[config.mk]
export PLATFORM = sky130hd
export DESIGN_NAME = alu_issue_ctrl_flat
export DESIGN_NICKNAME = d
export VERILOG_FILES = /design/src/rtl/alu_issue_ctrl_if.sv /design/src/rtl/alu_issue_ctrl.sv /design/src/flat_wrapper.sv
export SDC_FILE = /design/constraint.sdc
export NUM_CORES = 1
export LEC_CHECK = 0
export CAP_MARGIN = 20
export CORE_AREA = 8 8 98 100
export CTS_CLUSTER_DIAMETER = 30
export CTS_CLUSTER_SIZE = 12
export DETAILED_ROUTE_END_ITERATION = 8
export DIE_AREA = 0 0 106 108
export DONT_BUFFER_PORTS = 1
export PLACE_DENSITY = 0.73
export SLEW_MARGIN = 40
export SYNTH_ARGS = -nofsm -noshare
export SYNTH_HDL_FRONTEND = slang
export SYNTH_SLANG_ARGS = --single-unit
[constraint.sdc]
create_clock -name clk -period 4.4 [get_ports clk]
set_clock_uncertainty 0.15 [all_clocks]
set_input_delay 0.88 -clock clk [delete_from_list [all_inputs] [get_ports clk]]
set_output_delay 0.88 -clock clk [all_outputs]
set_load 0.1 [all_outputs]
[src/rtl/alu_issue_ctrl_if.sv]
// Request/response handshake bundle for alu_issue_ctrl.
// Both channels use valid/ready semantics. A beat transfers on a rising clock
// edge where valid and ready are both high. A source that raises valid holds
// valid and its payload stable until that edge. A sink may change ready at any
// time.
// master: issue logic side. It drives requests and consumes responses.
// slave : alu_issue_ctrl side. It accepts requests and produces responses.
interface alu_issue_ctrl_if #(
  parameter int TAG_W = 4
);
  logic             req_valid;
  logic             req_ready;
  logic [5:0]       req_opcode;
  logic [5:0]       req_funct;
  logic [31:0]      req_rs;
  logic [31:0]      req_rt;
  logic [15:0]      req_imm;
  logic [TAG_W-1:0] req_tag;

  logic             rsp_valid;
  logic             rsp_ready;
  logic [31:0]      rsp_result;
  logic [TAG_W-1:0] rsp_tag;
  logic             rsp_ovf_trap;
  logic             rsp_illegal;

  modport master (
    output req_valid, req_opcode, req_funct, req_rs, req_rt, req_imm, req_tag,
    input  req_ready,
    input  rsp_valid, rsp_result, rsp_tag, rsp_ovf_trap, rsp_illegal,
    output rsp_ready
  );

  modport slave (
    input  req_valid, req_opcode, req_funct, req_rs, req_rt, req_imm, req_tag,
    output req_ready,
    output rsp_valid, rsp_result, rsp_tag, rsp_ovf_trap, rsp_illegal,
    input  rsp_ready
  );
endinterface

[src/rtl/alu_issue_ctrl.sv]
// alu_issue_ctrl: issue side of the 32-bit ALU.
// It decodes MIPS R-type and I-type arithmetic/logic requests into a 3-bit ALU op.
// It registers the operands toward the combinational ALU and captures the result
// one cycle later. It then returns a tagged response.
// Optional macro ALU_OVF_TRAP_EN: when defined, add/sub/addi report signed
// overflow on rsp_ovf_trap. When undefined, rsp_ovf_trap is always 0.
// FSM: IDLE -> EXEC -> RESP for legal requests. IDLE -> RESP for illegal ones.
// The state is visible on o_dbg_state as IDLE=0, EXEC=1, RESP=2.
module alu_issue_ctrl #(
  parameter int TAG_W = 4
) (
  input  logic        clk,
  input  logic        rst_n,
  alu_issue_ctrl_if.slave bus,
  output logic [31:0] alu_a,
  output logic [31:0] alu_b,
  output logic [2:0]  alu_op,
  input  logic [31:0] alu_result,
  input  logic        alu_overflow,
  output logic [1:0]  o_dbg_state
);

  typedef enum logic [1:0] {
    IDLE = 2'd0,
    EXEC = 2'd1,
    RESP = 2'd2
  } state_t;

  localparam logic [2:0] OP_AND = 3'd0;
  localparam logic [2:0] OP_OR  = 3'd1;
  localparam logic [2:0] OP_SLT = 3'd2;
  localparam logic [2:0] OP_ADD = 3'd3;
  localparam logic [2:0] OP_SUB = 3'd4;

  state_t           r_state;
  state_t           w_next_state;
  logic [31:0]      r_alu_a;
  logic [31:0]      r_alu_b;
  logic [2:0]       r_alu_op;
  logic [31:0]      r_rsp_result;
  logic [TAG_W-1:0] r_rsp_tag;
  logic             r_rsp_valid;
  logic             r_rsp_ovf_trap;
  logic             r_rsp_illegal;

  logic             w_legal;
  logic [2:0]       w_op;
  logic [31:0]      w_b;
  logic             w_trap;
  logic             w_req_ready;
  logic             w_accept;
  logic             w_ovf_trap;

`ifdef ALU_OVF_TRAP_EN
  logic             r_trap;
  assign w_ovf_trap = r_trap & alu_overflow;
`else
  logic             w_unused_ovf;
  assign w_unused_ovf = alu_overflow ^ w_trap;
  assign w_ovf_trap   = 1'b0;
`endif

  assign w_req_ready = (r_state == IDLE) & rst_n;
  assign w_accept    = bus.req_valid & w_req_ready;

  // Decode the opcode/funct pair into legality, the ALU op, operand b and the trapping class.
  always_comb begin
    w_legal = 1'b0;
    w_op    = OP_AND;
    w_b     = bus.req_rt;
    w_trap  = 1'b0;
    if (bus.req_opcode == 6'h00) begin
      case (bus.req_funct)
        6'h20: begin w_legal = 1'b1; w_op = OP_ADD; w_trap = 1'b1; end
        6'h21: begin w_legal = 1'b1; w_op = OP_ADD; end
        6'h22: begin w_legal = 1'b1; w_op = OP_SUB; w_trap = 1'b1; end
        6'h23: begin w_legal = 1'b1; w_op = OP_SUB; end
        6'h24: begin w_legal = 1'b1; w_op = OP_AND; end
        6'h25: begin w_legal = 1'b1; w_op = OP_OR;  end
        6'h2A: begin w_legal = 1'b1; w_op = OP_SLT; end
        default: w_legal = 1'b0;
      endcase
    end else begin
      case (bus.req_opcode)
        6'h08: begin w_legal = 1'b1; w_op = OP_ADD; w_b = {{16{bus.req_imm[15]}}, bus.req_imm}; w_trap = 1'b1; end
        6'h09: begin w_legal = 1'b1; w_op = OP_ADD; w_b = {{16{bus.req_imm[15]}}, bus.req_imm}; end
        6'h0A: begin w_legal = 1'b1; w_op = OP_SLT; w_b = {{16{bus.req_imm[15]}}, bus.req_imm}; end
        6'h0C: begin w_legal = 1'b1; w_op = OP_AND; w_b = {16'h0000, bus.req_imm}; end
        6'h0D: begin w_legal = 1'b1; w_op = OP_OR;  w_b = {16'h0000, bus.req_imm}; end
        default: w_legal = 1'b0;
      endcase
    end
  end

  // Next-state logic. RESP always has rsp_valid high, so rsp_ready alone completes the response.
  always_comb begin
    w_next_state = r_state;
    case (r_state)
      IDLE:    if (w_accept) w_next_state = w_legal ? EXEC : RESP;
      EXEC:    w_next_state = RESP;
      RESP:    if (bus.rsp_ready) w_next_state = IDLE;
      default: w_next_state = IDLE;
    endcase
  end

  // State register. Reset aborts any request in flight.
  always_ff @(posedge clk or negedge rst_n) begin
    if (!rst_n) r_state <= IDLE;
    else        r_state <= w_next_state;
  end

  // Operand/response registers. The ALU operands change only when a legal request is accepted.
  always_ff @(posedge clk or negedge rst_n) begin
    if (!rst_n) begin
      r_alu_a        <= '0;
      r_alu_b        <= '0;
      r_alu_op       <= '0;
      r_rsp_result   <= '0;
      r_rsp_tag      <= '0;
      r_rsp_valid    <= 1'b0;
      r_rsp_ovf_trap <= 1'b0;
      r_rsp_illegal  <= 1'b0;
`ifdef ALU_OVF_TRAP_EN
      r_trap         <= 1'b0;
`endif
    end else begin
      case (r_state)
        IDLE: begin
          if (w_accept) begin
            r_rsp_tag <= bus.req_tag;
            if (w_legal) begin
              r_alu_a  <= bus.req_rs;
              r_alu_b  <= w_b;
              r_alu_op <= w_op;
`ifdef ALU_OVF_TRAP_EN
              r_trap   <= w_trap;
`endif
            end else begin
              r_rsp_result   <= '0;
              r_rsp_illegal  <= 1'b1;
              r_rsp_ovf_trap <= 1'b0;
              r_rsp_valid    <= 1'b1;
            end
          end
        end
        EXEC: begin
          r_rsp_result   <= alu_result;
          r_rsp_ovf_trap <= w_ovf_trap;
          r_rsp_illegal  <= 1'b0;
          r_rsp_valid    <= 1'b1;
        end
        RESP: begin
          if (bus.rsp_ready) r_rsp_valid <= 1'b0;
        end
        default: r_rsp_valid <= 1'b0;
      endcase
    end
  end

  assign bus.req_ready    = w_req_ready;
  assign bus.rsp_valid    = r_rsp_valid;
  assign bus.rsp_result   = r_rsp_result;
  assign bus.rsp_tag      = r_rsp_tag;
  assign bus.rsp_ovf_trap = r_rsp_ovf_trap;
  assign bus.rsp_illegal  = r_rsp_illegal;
  assign alu_a            = r_alu_a;
  assign alu_b            = r_alu_b;
  assign alu_op           = r_alu_op;
  assign o_dbg_state      = r_state;

endmodule

[src/flat_wrapper.sv]
// flat-port wrapper written by rule: the top's interface ports become plain ports
module alu_issue_ctrl_flat 
#(
  parameter int TAG_W = 4
)
  (clk, rst_n, alu_a, alu_b, alu_op, alu_result, alu_overflow, o_dbg_state, bus_req_valid, bus_req_opcode, bus_req_funct, bus_req_rs, bus_req_rt, bus_req_imm, bus_req_tag, bus_req_ready, bus_rsp_valid, bus_rsp_result, bus_rsp_tag, bus_rsp_ovf_trap, bus_rsp_illegal, bus_rsp_ready);
  alu_issue_ctrl_if #(.TAG_W(TAG_W)) bus_i ();
  input  logic clk;
  input  logic rst_n;
  output logic [31:0] alu_a;
  output logic [31:0] alu_b;
  output logic [2:0] alu_op;
  input  logic [31:0] alu_result;
  input  logic alu_overflow;
  output logic [1:0] o_dbg_state;
  input wire logic [$bits(bus_i.req_valid)-1:0] bus_req_valid;
  input wire logic [$bits(bus_i.req_opcode)-1:0] bus_req_opcode;
  input wire logic [$bits(bus_i.req_funct)-1:0] bus_req_funct;
  input wire logic [$bits(bus_i.req_rs)-1:0] bus_req_rs;
  input wire logic [$bits(bus_i.req_rt)-1:0] bus_req_rt;
  input wire logic [$bits(bus_i.req_imm)-1:0] bus_req_imm;
  input wire logic [$bits(bus_i.req_tag)-1:0] bus_req_tag;
  output wire logic [$bits(bus_i.req_ready)-1:0] bus_req_ready;
  output wire logic [$bits(bus_i.rsp_valid)-1:0] bus_rsp_valid;
  output wire logic [$bits(bus_i.rsp_result)-1:0] bus_rsp_result;
  output wire logic [$bits(bus_i.rsp_tag)-1:0] bus_rsp_tag;
  output wire logic [$bits(bus_i.rsp_ovf_trap)-1:0] bus_rsp_ovf_trap;
  output wire logic [$bits(bus_i.rsp_illegal)-1:0] bus_rsp_illegal;
  input wire logic [$bits(bus_i.rsp_ready)-1:0] bus_rsp_ready;
  assign bus_i.req_valid = bus_req_valid;
  assign bus_i.req_opcode = bus_req_opcode;
  assign bus_i.req_funct = bus_req_funct;
  assign bus_i.req_rs = bus_req_rs;
  assign bus_i.req_rt = bus_req_rt;
  assign bus_i.req_imm = bus_req_imm;
  assign bus_i.req_tag = bus_req_tag;
  assign bus_req_ready = bus_i.req_ready;
  assign bus_rsp_valid = bus_i.rsp_valid;
  assign bus_rsp_result = bus_i.rsp_result;
  assign bus_rsp_tag = bus_i.rsp_tag;
  assign bus_rsp_ovf_trap = bus_i.rsp_ovf_trap;
  assign bus_rsp_illegal = bus_i.rsp_illegal;
  assign bus_i.rsp_ready = bus_rsp_ready;
  alu_issue_ctrl #(.TAG_W(TAG_W)) u_core (.clk(clk), .rst_n(rst_n), .bus(bus_i), .alu_a(alu_a), .alu_b(alu_b), .alu_op(alu_op), .alu_result(alu_result), .alu_overflow(alu_overflow), .o_dbg_state(o_dbg_state));
endmodule
==> reports/metrics.cfg <==
[run_status]
status=finished clean

[worst_hold_path]
hold_path_class=input pin to asynchronous set/reset pin

[sta]
tightest_slew_ns=0.895
fin_crit_sh_pct=61.2
finalCriticalPeriod_ns=2.69
hold_viol_final=0
drv_slew=0
fin_ws_ns=1.71
max_slew_margin_pct=40.4
fin_hold_ws_ns=0.0628
clock.fmax_mhz=372
setup_tns_ns=0
rsz0062_at_grt=no
setup_violations=0

[logic_synthesis]
synth_top_family_by_area=multiplexers
synth_edf_count=0
synth.net_count=517
synthAdderAreaFrac_pct=0
netlist_area_sq_um=4570
synth_seq_cells=107
synth_cells=384
ys_seq_area_share_pct=58.6
synthXorXnorAreaFrac_pct=0
async_flop_share_pct=100
synth-compound-area-share_pct=7.36
synth_ff_type=dfrtp_1
synth_simple_gate_area_share_pct=8.13
synth.avg_cell_area_sq_um=11.9
synthDistinctLibCells=31
muxShareOfSynthArea_pct=21.0
yosysWarnings=0

[global_routing]
grt-ovfl-total=0
grt_pass1_vias=2914
grt_first_pass_wirelength_microns=16600
antenna_found_initial=0
grt_max_degree=109
track_usage_pct=18.3

[cts]
cts_resized=0
clk_latency_ns=0.34
post-cts-setup-buffers=0
cts_sinks=107
cts_tree=done
cts-root-buf=clkbuf_8
hold_buffers=0
clockBufferDepth=2
cts_buffers=9
cts_max_level=3
path_clk_slew_ns=0.11

[placed_design]
gp_congestion=0.744
place_hpwl_microns=8250
dp_slack_ns=1.35
port_buffers=0
place_area_sq_um=4750
dp.cells=469

[worst_setup_path]
worst_r2r_path_depth=5
critical_path_class=input pin to register
cp.arrival_ns=2.77
cp-start-kind=input pin
critPathMaxFanout=67
cp-end-kind=register
critPathRequiredTime_ns=4.48

[die]
std_cell_rows=33
core_area_sq_um=8050
ios=242
die_area_sq_um=11400
initial_utilization_pct=56.8
die_x_microns=106
die_y_microns=108

[drt]
drt_wl_total_microns=11100
drc_errors=0
postRouteAntennaNets=0
vias=2780
drt_first_pass_iters=4
wire_per_inst_microns=22.9
drt_iter0_drc=152
highest_layer=met4
drt-met1-wl_microns=3880
vias_per_cell=5.73
wl_met3_microns=1380
route.met2.wl_microns=5760

[layout]
drive_gt1_share_pct=51.8
mostFrequentLayoutCell=dfrtp_2
diodes=0
fin_nets=508
post-route-cell-area_sq_um=4960
stdcell_count=485
final_cell_mix=dfrtp_2 (102), mux2_2 (68), nand2_1 (67)
area_delta_synth_final_pct=8.46

[flow_run]
drv_cap=0

[pwr]
p_leak_uw=0.00202
cellPowerDensity_nw_per_um2=678
vdd_drop_max_mv=0.387

## power breakdown
part	leakage, uW	total [uW]	switching, uW	internal [uW]
Clock	0.0000816	540	328	213
Sequential	0.00123	2560	1400	1160
Combinational	0.000714	260	115	145
## worst max-delay path: stages
cell      delay [ns]
nor3b_2         0.28
nand2_2         0.49
a21boi_4        0.33
buf_12          0.35
mux2_2          0.39
## through the flow
stage                     power, uW  util (%)
after floorplan                2710         -
after global placement         2780      57.0
after detailed placement       2840      58.9
after CTS                      3370      61.0
after global routing           3460      61.6
final                          3360      61.6
## metal layers
metal | vias to the layer above | GRT usage (%)
li1 | 1264 | -
met1 | 1373 | 19.6
met2 | 135 | 31.5
met3 | 8 | 9.10
met4 | 0 | 4.72
met5 | - | 0
## cells in the mapped netlist (2+ instances only)
cell type | count | area [sq um]
nand2b_1 | 2 | 12.5
mux2i_1 | 17 | 170
inv_1 | 20 | 75.1
nor2b_1 | 2 | 12.5
clkbuf_1 | 13 | 48.8
nor3b_2 | 2 | 25.0
buf_4 | 5 | 37.5
mux2_1 | 2 | 22.5
o21ai_0 | 34 | 170
o21ai_1 | 2 | 10.0
nand2_1 | 67 | 251
a21oi_1 | 19 | 95.1
nor2_1 | 2 | 7.51
and3_1 | 2 | 12.5
buf_2 | 5 | 25.0
buf_6 | 2 | 22.5
dfrtp_1 | 107 | 2680
mux2_2 | 68 | 766
## state kept, by name (all words and copies together) (netlist names)
signal / cells
u_core.bus.rsp_valid: 1
u_core.alu_a: 32
u_core.bus.rsp_result: 32
u_core.alu_op: 3
u_core.o_dbg_state: 2
u_core.alu_b: 32
u_core.bus.rsp_tag: 4
u_core.bus.rsp_illegal: 1
## cell type report
type                            instances  area (sq um)
Clock buffer                           12           135
Clock inverter                          4          33.8
Fill cell                             644          3090
Inverter                               20          75.1
Multi-Input combinational cell        231          1690
Sequential cell                       107          2810
Tap cell                              105           131
Timing Repair Buffer                    6          90.1
## kinds of logic (layout without fill, tap and decap cells)
family,Yosys count,count (layout)
buf+inv,46,42
simple gates,82,82
mux,87,87
flops,107,107
other cells,1,1
compound gates,61,61
## worst paths after layout
kind,from,endpoint,slack (ns)
worst max-delay path,bus_req_opcode[5],u_core.alu_a[5]$_DFFE_PN0P_,1.71
max in group asynchronous,rst_n,u_core.o_dbg_state[0]$_DFFE_PN0P_,3.79
worst min-delay path,rst_n,u_core.alu_a[1]$_DFFE_PN0P_,0.06
worst max register to register,u_core.o_dbg_state[1]$_DFFE_PN0P_,u_core.alu_a[5]$_DFFE_PN0P_,1.82
worst min register to register,u_core.alu_b[26]$_DFFE_PN0P_,u_core.alu_b[26]$_DFFE_PN0P_,0.67
min in group clk,alu_result[31],u_core.bus.rsp_result[31]$_DFFE_PN0P_,0.49
Power figures use the tool's default switching activity.
